--- src/rtl/program_loader_pkg.sv ---
// Shared loader definitions: state encodings, bus width defaults
// and CPU mode-select values.
package program_loader_pkg;

    localparam int DATA_W_DEF = 8;
    localparam int ADDR_W_DEF = 4;

    localparam logic [2:0] ST_LOAD  = 3'd0;
    localparam logic [2:0] ST_CHECK = 3'd1;
    localparam logic [2:0] ST_HOLD  = 3'd2;
    localparam logic [2:0] ST_RUN   = 3'd3;
    localparam logic [2:0] ST_ERROR = 3'd4;

    localparam logic MODE_PROGRAM = 1'b0;
    localparam logic MODE_RUN     = 1'b1;

endpackage

--- src/rtl/program_loader.sv ---
// Streams a program image into CPU RAM, verifies its checksum,
// then switches the CPU to RUN and releases its reset.
module program_loader
    import program_loader_pkg::*;
#(
    parameter int DATA_W     = DATA_W_DEF,
    parameter int ADDR_W     = ADDR_W_DEF,
    parameter int DEPTH      = 2 ** ADDR_W,
    parameter int RESET_HOLD = 2
) (
    input  logic              Clock,
    input  logic              Reset,
    input  logic              restart,
    input  logic [DATA_W-1:0] in_data,
    input  logic              in_valid,
    output logic              in_ready,
    output logic [DATA_W-1:0] data,
    output logic [ADDR_W-1:0] addr,
    output logic              We1,
    output logic              a,
    output logic              cpu_reset,
    output logic              done,
    output logic              error
);

    localparam int TW = $clog2(RESET_HOLD + 1);

    logic [2:0]        state;
    logic [ADDR_W-1:0] count;
    logic [DATA_W-1:0] sum;
    logic [DATA_W-1:0] sum_next;
    logic [TW-1:0]     timer;
    logic              xfer;

    assign xfer     = in_valid & in_ready;
    assign sum_next = sum + in_data;

    always_ff @(posedge Clock) begin
        if (Reset || restart) begin
            state     <= ST_LOAD;
            count     <= '0;
            sum       <= '0;
            timer     <= '0;
            data      <= '0;
            addr      <= '0;
            We1       <= 1'b0;
            a         <= MODE_PROGRAM;
            cpu_reset <= 1'b1;
            done      <= 1'b0;
            error     <= 1'b0;
            // restart alone reopens the stream on the very next cycle
            in_ready  <= !Reset;
        end else begin
            We1 <= 1'b0;
            unique case (state)
                ST_LOAD: begin
                    in_ready <= 1'b1;
                    if (xfer) begin
                        data <= in_data;
                        addr <= count;
                        We1  <= 1'b1;
                        sum  <= sum_next;
                        if (count == ADDR_W'(DEPTH - 1)) begin
                            count <= '0;
                            state <= ST_CHECK;
                        end else begin
                            count <= count + ADDR_W'(1);
                        end
                    end
                end
                ST_CHECK: begin
                    in_ready <= 1'b1;
                    if (xfer) begin
                        in_ready <= 1'b0;
                        if (sum_next == '0) begin
                            state <= ST_HOLD;
                            a     <= MODE_RUN;
                            timer <= TW'(RESET_HOLD);
                        end else begin
                            state <= ST_ERROR;
                            error <= 1'b1;
                        end
                    end
                end
                ST_HOLD: begin
                    in_ready <= 1'b0;
                    if (timer == TW'(1)) begin
                        timer     <= '0;
                        cpu_reset <= 1'b0;
                        done      <= 1'b1;
                        state     <= ST_RUN;
                    end else begin
                        timer <= timer - TW'(1);
                    end
                end
                ST_RUN: begin
                    in_ready <= 1'b0;
                end
                ST_ERROR: begin
                    in_ready  <= 1'b0;
                    a         <= MODE_PROGRAM;
                    cpu_reset <= 1'b1;
                    error     <= 1'b1;
                end
                default: begin
                    state    <= ST_LOAD;
                    in_ready <= 1'b1;
                end
            endcase
        end
    end

endmodule

--- config.mk ---
export PLATFORM = sky130hd
export DESIGN_NAME = program_loader
export DESIGN_NICKNAME = d
export VERILOG_FILES = /design/src/rtl/program_loader_pkg.sv /design/src/rtl/program_loader.sv
export SDC_FILE = /design/constraint.sdc
export NUM_CORES = 1
export LEC_CHECK = 0
export ABC_CLOCK_PERIOD_IN_PS = 4600
export CORE_MARGIN = 3
export CORE_UTILIZATION = 58
export CTS_BUF_LIST = sky130_fd_sc_hd__clkbuf_8
export DETAILED_ROUTE_END_ITERATION = 10
export GPL_TIMING_DRIVEN = 0
export PLACE_DENSITY_LB_ADDON = 0.15
export SETUP_SLACK_MARGIN = 0.05
export SLEW_MARGIN = 25
export SYNTH_ARGS = -nofsm -noshare
export SYNTH_HDL_FRONTEND = slang
export SYNTH_SLANG_ARGS = --single-unit
--- constraint.sdc ---
create_clock -name Clock -period 4.6 [get_ports Clock]
set_input_delay 0.46 -clock Clock [delete_from_list [all_inputs] [get_ports Clock]]
set_output_delay 0.46 -clock Clock [all_outputs]
set_load 0.02 [all_outputs]
# Yosys cells after proc, flatten, opt, wreduce, memory -nomap -nowiden
# Index checks and enable logic that the tools add are counted.
dict set report word_totals {
  ff_bits 35
  elab_cells 70
}
dict set report classes {
  muxes 23
  eq_ne 12
  add_sub_neg 3
  n_reduce_logical 17
  n_bitwise 3
}
# operator n
set ops {}
lappend ops {{$mux W3} 5}
lappend ops {{$ne A2 B2 Y1 const B} 6}
lappend ops {{$pmux W3 S4} 1}
lappend ops {{$reduce_and A3 Y1} 3}
lappend ops {{$add A8 B8 Y8} 1}
lappend ops {{$logic_not A8 Y1} 1}
lappend ops {{$mux W1} 8}
lappend ops {{$pmux W1 S2} 4}
lappend ops {{$eq A3 B2 Y1 const B} 2}
lappend ops {{$mux W2} 3}
lappend ops {{$reduce_and A2 Y1} 3}
lappend ops {{$reduce_bool A2 Y1} 3}
lappend ops {{$reduce_and A5 Y1} 1}
lappend ops {{$add A4 B1 Y4 const B} 1}
lappend ops {{$eq A4 B4 Y1 const B} 1}
lappend ops {{$mux W4} 1}
lappend ops {{$pmux W2 S2} 1}
lappend ops {{$reduce_or A2 Y1} 2}
lappend ops {{$eq A3 B1 Y1 const B} 1}
lappend ops {{$eq A3 B3 Y1 const B} 1}
lappend ops {{$logic_not A3 Y1} 1}
lappend ops {{$reduce_or A3 Y1} 1}
lappend ops {{$eq A2 B1 Y1 const B} 1}
lappend ops {{$not A1 Y1} 2}
lappend ops {{4 further kinds} 4}

# Longest topological paths before layout
# Gate-level depths: netlist of run 1.
dict set report depth {
  word_depth 5
  ltp_mapped 9
  depth_no_buf 8
}

# Least setup slack after synthesis of run 1
# OpenSTA, ideal clock, no wires.
dict set report synth_path {
  path_type {in2reg}
  start {in in_data[0]}
  end {reg timer[0]}
  path_stages 9
  t_required_ns 4.478
  t_arrival_ns 2.645
  slack_ns 1.834
  path_buffers 1
  path_cell_list {ha_1 > fa_1 > a211oi_1 > o21bai_1 > a21oi_1 > xnor2_1 > or4b_1 > buf_2 > a221o_1}
}
dict set report synth_via {
  elab_chain_len 4
}
# element line_no
set synth_rtl {}
lappend synth_rtl {{from (decl)} program_loader.sv:14} ;# input logic [DATA_W-1:0] in_data,
lappend synth_rtl {{$add A8 B8 Y8} program_loader.sv:36} ;# assign sum_next = sum + in_data;
lappend synth_rtl {{$logic_not A8 Y1} program_loader.sv:75} ;# if (sum_next == '0) begin
lappend synth_rtl {{$ne A2 B2 Y1 (no line)} n/a}
lappend synth_rtl {{$reduce_and A3 Y1 (no line)} n/a}
lappend synth_rtl {{to (signal assigned)} program_loader.sv:78} ;# timer <= TW'(RESET_HOLD);
lappend synth_rtl {{to (signal assigned)} program_loader.sv:93} ;# timer <= timer - TW'(1);
lappend synth_rtl {{to (decl)} program_loader.sv:32} ;# logic [TW-1:0] timer;
# Every way passes these cells.
# A chain may end at the register's enable or synchronous reset.

# Final worst setup path of run 1
# Same ends and word-level chain as after synthesis.

==> impl_results.md, run 1 <==
- Syn Nets: 224
- GR Overflow Total: 0
- Worst Hold Class: flip-flop to flip-flop
- RSZ-0062 raised after global routing: false
- Crit-path max FO: 6
- Bufs on Longest Clock Path: 2
- Hold Fails Final Rpt: 0
- Core area: 2590 um^2
- Sequential-to-total area share from yosys stat: 42.5%
- 1st-iter DRT viols: 68
- Worst r2r src: sum[0]$_SDFFE_PP0P_
- Root Driver: clkbuf_8
- Global Route Usage Sum: 25.3%
- Crit path required time: 4.78 ns
- Hold path endpoint: data[5]$_SDFFE_PP0P_
- Vias in the first global route: 1492
- CP Launch Type: input pin
- Status: finished, final reports clean
- Largest net degree at the start of global routing: 11
- Synthesized flop and latch total: 35
- Fmax: 319 MHz
- DIE WIDTH: 59.3 um
- Final net count: 260
- Synth warnings: 0
- Post-Route WL: 3960 um
- Hold_buf cts: 0
- CTS H-tree lvls: 2
- Antenna violations before repair: 0
- Reg-to-reg slack, setup: 1.78 ns
- Critical Path AT: 3.31 ns
- Worst r2r dst: timer[0]$_SDFFE_PP0P_
- Gpl congestion: 0.917
- Min-delay src: data[5]$_SDFFE_PP0P_
- Detailed Place HPWL: 2960 um
- Port bufs: 29
- Top_reg_cell synth: dfxtp_1
- First-pass GRT wire length: 6640 um
- Period utilization: 68.1%
- CTS Sinks: 35
- Post-layout util: 79.5%
- R2r worst-path depth: 9
- Row cnt: 18
- CTS Buf Count: 5
- Mean Syn Cell Area: 8.17 um^2
- Vias per cell: 5.69
- LEAKAGE: 0.778 nW
- GR peak layer: met2
- Clock share of power: 35.4%
- Fillers: 190
- Initial cell density of the core: 63.7%
- Ports: 30
- Max cap viols: 0
- Cells after synthesis: 202
- Maximum VDD drop: 0.273 mV
- Setup Buffers After CTS: 0
- Post-DR wirelength/cell: 14.7 um
- Pwr/cell area: 283 nW/um^2
- CTS tree: yes
- Grt met3 use: 7.63%
- DR pass1 iterations: 4
- Crit Path Class: input pin to flip-flop
- Synthesized area: 1650 um^2
- Yosys cell types: 33
- Sw frac: 25.1%
- Met2 usage: 42.9%
- CP Capture Type: flip-flop
- Layout cell share with drive strength beyond 1: 5.02%
- Final Setup Violations: 0
- Final Max Tran Viols: 0
- CTS clk-pin slew, worst paths: 0.07 ns
- Reg power frac: 53.1%
- Min Tclk post-route: 3.13 ns
- Worst skew pair latency: 0.29 ns
- Post-route DRC: 0
- Clock Skews: 0.00339 ns
- Final Power: 0.584 mW
- Ys async rst share: 0%
- M1 GR Usage: 29.3%
- Min-Delay Path Depth: 2
- Die height: 59.3 um
- Setup TNS: 0 ns
- Relative slew slack: 47.2%
- Combinational power share: 11.4%
- Post_cts resized: 0
- Internal power: 0.437 mW
- Number of synthesized flops with an enable pin: 0
- Area delta synth->final: 24.8%
- NetSw: 0.146 mW
- Total number of vias: 1531
- Ant. Diodes: 0
- Slew @ Worst Pin: 0.786 ns
- Die area: 3520 um^2
- Post-DRT Antenna Nets: 0
-- flip-flops by register name, summed over array words and instances (netlist names) --
signal     flops
sum            8
state          3
in_ready       1
cpu_reset      1
We1            1
done           1
timer          2
data           8
count          4
error          1
addr           4
a              1
-- metal layers --
layer | vias up | part of all wire [%]
met2 | 47 | 49
met4 | 0 | 2.0
met1 | 712 | 42
met3 | 11 | 6.7
li1 | 761 | -
met5 | - | 0
-- metrics by stage --
| step | hold slack (ns) | cell area [um^2] | setup slack, ns | instances |
|---|---|---|---|---|
| floorplan | 0.440 | 1650 | 1.83 | 202 |
| global placement | 0.431 | 1980 | 1.21 | 261 |
| detailed placement | 0.448 | 1980 | 1.18 | 261 |
| CTS | 0.457 | 2060 | 1.48 | 269 |
| global route | 0.489 | 2060 | 1.33 | 269 |
| finish | 0.453 | 2060 | 1.47 | 269 |
-- final cells by class --
class	count	area [um^2]	share of cell area [%]
sequential	35	701	34.0
timing repair buffer	29	290	14.1
inverter	3	11.3	0.547
buffer	10	38.8	1.88
multi-input combinational	154	900	43.7
tap	30	37.5	1.82
clock buffer	5	68.8	3.34
clock inverter	3	12.5	0.608
-- synth_stat cells, drive strengths merged (3+ instances only) --
| cell | count | area, um^2 |
|---|---|---|
| dfxtp | 35 | 701 |
| o21ai | 8 | 43.8 |
| nand2 | 51 | 191 |
| xor2 | 6 | 52.6 |
| nor3 | 5 | 25.0 |
| clkbuf | 9 | 33.8 |
| or3 | 3 | 18.8 |
| xnor2 | 3 | 26.3 |
| a21oi | 30 | 150 |
| nor2 | 18 | 67.6 |
| inv | 3 | 11.3 |
| ha | 9 | 113 |
-- how the worst max path moves through the flow --
stage / from / end / slack, ns / cells past startpoint
after floorplan: in_data[0] / timer[0]$_SDFFE_PP0P_ / 1.83 / 9
after global placement: in_data[0] / timer[0]$_SDFFE_PP0P_ / 1.21 / 10
after detailed placement: in_data[0] / timer[0]$_SDFFE_PP0P_ / 1.18 / 10
after CTS: in_data[0] / timer[0]$_SDFFE_PP0P_ / 1.48 / 10
after global routing: in_data[0] / timer[0]$_SDFFE_PP0P_ / 1.33 / 10
final: in_data[0] / timer[0]$_SDFFE_PP0P_ / 1.47 / 10
-- cells by family after synthesis --
| group | after synthesis | synth area share (%) |
|---|---|---|
| fa+ha+maj | 10 | 8.04 |
| flops | 35 | 42.5 |
| buf+inv | 13 | 3.03 |
| xor+xnor | 9 | 4.78 |
| simple gates | 85 | 21.6 |
| compound gates | 50 | 20.1 |
-- worst max-delay path, cell delays in order --
cell and delay (ns):
clkdlybuf4s50_1 0.43, ha_1 0.26, fa_1 0.42, a211oi_1 0.32, o21bai_1 0.13, a21oi_1 0.19, xnor2_1 0.10, or4b_1 0.51
buf_2 0.17, a221o_1 0.31
-- layout by cell type, fill, tap and decap left out, drive strengths merged, types with 2 or more instances in the layout --
cell           instances
nand2                 51
dfxtp                 35
a21oi                 30
clkdlybuf4s50         29
nor2                  18
clkbuf                14
ha                     9
o21ai                  8
xor2                   6
inv                    5
nor3                   5
xnor2                  3
or3                    3
nand3                  2
nor4                   2
o21bai                 2
a211oi                 2
-- power groups by stage --
stage / logic (mW) / registers (mW) / clock network, mW
6_report: 0.0667 / 0.310 / 0.207
3_3_place_gp: 0.0633 / 0.317 / 0
2_1_floorplan: 0.0365 / 0.319 / 0
4_1_cts: 0.0658 / 0.310 / 0.210
3_5_place_dp: 0.0652 / 0.317 / 0
5_1_grt: 0.0721 / 0.310 / 0.228
(Power assumes the default switching activity.)
==> run 2: changes to the inputs <==
ABC_CLOCK_PERIOD_IN_PS = 2600   (was 4600)
CORE_UTILIZATION = 48   (was 58)
clock period = 2.6 ns   (was 4.6 ns; I/O delays follow)
==> run 2 against run 1 <==
Critical path depth is 2 lower. Sequential power is 77% higher. Core utilization is 12 points lower. Power is 87% higher. Register-to-register slack worse by 1.8 ns. Clock skew is 0.0029 ns higher. Worst hold slack worse by 0.049 ns. Clock-buffer cell count is 2 higher. Flip-flop and latch count stayed put. Sequential share of layout area is 1.1 points lower. Largest cell class unchanged. Largest power group unchanged. Highest routed layer unchanged.
==> impl_results.md, run 2 (synthesized netlist as in run 1, its figures left out) <==
- Crit path to: timer[0]$_SDFFE_PP0P_ (unchanged)
- Total number of vias: 1451 (was 1531)
- GR Overflow Total: 0 (unchanged)
- Layout cell share with drive strength beyond 1: 8.37% (was 5.02%)
- Critical Path AT: 2.77 ns (was 3.31 ns)
- Relative slew slack: 53.3% (was 47.2%)
- DR pass1 iterations: 4 (unchanged)
- Max cap viols: 0 (unchanged)
- Final Max Tran Viols: 0 (unchanged)
- Internal power: 0.832 mW (was 0.437 mW)
- 1st-iter DRT viols: 79 (was 68)
- Vias in the first global route: 1264 (was 1492)
- Fmax: 386 MHz
- Place WS: -0.547 ns (was 1.18 ns)
- DIE WIDTH: 64.6 um (was 59.3 um)
- CP Capture Type: flip-flop (unchanged)
- Bufs on Longest Clock Path: 2 (unchanged)
- Largest net degree at the start of global routing: 11 (unchanged)
- Period utilization: 99.6%
- Final net count: 260 (unchanged)
- Combinational power share: 10.9% (was 11.4%)
- Dpl cell area: 2000 um^2 (was 1980 um^2)
- Most frequent cells in the layout: 51 x nand2_1, 34 x dfxtp_1, 30 x a21oi_1, 27 x clkdlybuf4s50_1, 18 x nor2_1 (was 51 x nand2_1, 35 x dfxtp_1, 30 x a21oi_1, 29 x clkdlybuf4s50_1, 18 x nor2_1)
- Reg power frac: 50.2% (was 53.1%)
- Final worst slack: 0.00955 ns (was 1.47 ns)
- CTS Sinks: 35 (unchanged)
- Ant. Diodes: 0 (unchanged)
- Ports: 30 (unchanged)
- Final Setup Violations: 0 (unchanged)
- Clock share of power: 38.9% (was 35.4%)
- Slew @ Worst Pin: 0.695 ns (was 0.786 ns)
- Die height: 64.6 um (was 59.3 um)
- Worst Hold Class: input pin to flip-flop (was flip-flop to flip-flop)
- Hold Fails Final Rpt: 0 (unchanged)
- Die area: 4180 um^2 (was 3520 um^2)
- Antenna violations before repair: 0 (unchanged)
- Row cnt: 20 (was 18)
- CP Launch Type: flip-flop (was input pin)
- Pwr/cell area: 512 nW/um^2 (was 283 nW/um^2)
- Sw frac: 23.8% (was 25.1%)
- CTS tree: yes (unchanged)
- CP Launch Point: sum[0]$_SDFFE_PP0P_ (was in_data[0])
- NetSw: 0.260 mW (was 0.146 mW)
- Crit path required time: 2.78 ns (was 4.78 ns)
- M1 wire length: 1790 um (was 1660 um)
- Setup Buffers After CTS: 0 (unchanged)
- Worst r2r src: sum[0]$_SDFFE_PP0P_ (unchanged)
- Met2 wire length: 1530 um (was 1950 um)
- Detailed Place HPWL: 2530 um (was 2960 um)
- CTS H-tree lvls: 2 (unchanged)
- RSZ-0062 raised after global routing: true (was false)
- Area delta synth->final: 29.3% (was 24.8%)
- Core area: 3150 um^2 (was 2590 um^2)
- Reg-to-reg slack, setup: 0.01 ns (was 1.78 ns)
- Initial cell density of the core: 52.3% (was 63.7%)
- Final instance area: 2130 um^2 (was 2060 um^2)
- Worst skew pair latency: 0.29 ns (about the same)
- Post-route DRC: 0 (unchanged)
- Port bufs: 29 (unchanged)
- Maximum VDD drop: 0.322 mV (was 0.273 mV)
- Global Route Usage Sum: 17.9% (was 25.3%)
- CTS Buf Count: 5 (unchanged)
- First-pass GRT wire length: 5740 um (was 6640 um)
- Vias per cell: 5.13 (was 5.69)
- Post-Route WL: 3540 um (was 3960 um)
- Crit-path max FO: 6 (unchanged)
- Met3 WL: 176 um (was 264 um)
- Gpl congestion: 0.854 (was 0.917)
- R2r worst-path depth: 8 (was 9)
- LEAKAGE: 0.792 nW (was 0.778 nW)
- Hold Slack: 0.404 ns (was 0.453 ns)
- Leading cell type in the layout, fill and taps excluded: nand2_1 (unchanged)
- Post-layout util: 67.7% (was 79.5%)
- Top sig layer: met4 (unchanged)
- Min Tclk post-route: 2.59 ns
- Post-DR wirelength/cell: 12.5 um (was 14.7 um)
- Status: finished, final reports clean (unchanged)
- CTS clk-pin slew, worst paths: 0.07 ns (about the same)
- Post-DRT Antenna Nets: 0 (unchanged)
- Worst r2r dst: timer[0]$_SDFFE_PP0P_ (unchanged)
- Root Driver: clkbuf_8 (unchanged)
- Top Registers: data (8), sum (8) (unchanged)
- Hold_buf cts: 0 (unchanged)
- Clock Skews: 0.00625 ns (was 0.00339 ns)
- Crit Path Class: flip-flop to flip-flop (was input pin to flip-flop)
## run 2: worst min path at each step
stage	start	end	slack, ns	cells past startpoint
finish	in_data[0]	data[0]$_SDFFE_PP0P_	0.40	3
floorplan	Reset	in_ready$_DFF_P_	0.33	1
CTS	in_data[0]	data[0]$_SDFFE_PP0P_	0.40	3
global route	in_data[0]	data[0]$_SDFFE_PP0P_	0.41	3
global placement	cpu_reset$_SDFFE_PP1P_	cpu_reset$_SDFFE_PP1P_	0.43	2
detailed placement	cpu_reset$_SDFFE_PP1P_	cpu_reset$_SDFFE_PP1P_	0.44	2
## run 2: power groups by stage
stage | sequential [mW] | clock (mW) | combinational [mW]
after CTS | 0.549 | 0.435 | 0.118
after global routing | 0.550 | 0.461 | 0.130
after detailed placement | 0.561 | 0 | 0.115
after global placement | 0.561 | 0 | 0.115
final | 0.549 | 0.425 | 0.119
after floorplan | 0.565 | 0 | 0.0651
## run 2: final cells by class
type | count | area (um^2)
tap | 44 | 55.1
fill | 277 | 1020
timing repair buffer | 29 | 288
inverter | 3 | 11.3
multi-input combinational | 154 | 932
clock inverter | 1 | 3.75
clock buffer | 7 | 96.3
sequential | 35 | 702
buffer | 10 | 45.0
## run 2: layer usage
layer	vias up	GRT usage (%)
met5	-	0
met4	0	6.33
met3	7	6.07
met2	29	27.1
met1	658	23.6
li1	757	-
## run 2: repair_timing
item	4_1_cts	5_1_grt
resized for setup	10	1
setup endpoints to repair	6	1
endpoints found under the hold margin	0	0
pin swaps	6	3
## run 2: metrics by stage
step                      std cells  setup TNS, ns  total power, mW
after floorplan                 202              0            0.630
after global placement          275          -2.47            0.675
after detailed placement        275          -2.44            0.676
after CTS                       283      -0.000486             1.10
after global routing            283        -0.0498             1.14
final                           283              0             1.09
## run 2: critical path, cell delays in order, from the launching register on
cell,delay [ns]
dfxtp_2,0.34
ha_4,0.17
fa_2,0.35
xor2_1,0.18
or3_1,0.39
nor3_2,0.12
or4b_4,0.48
buf_6,0.15
a221o_1,0.30
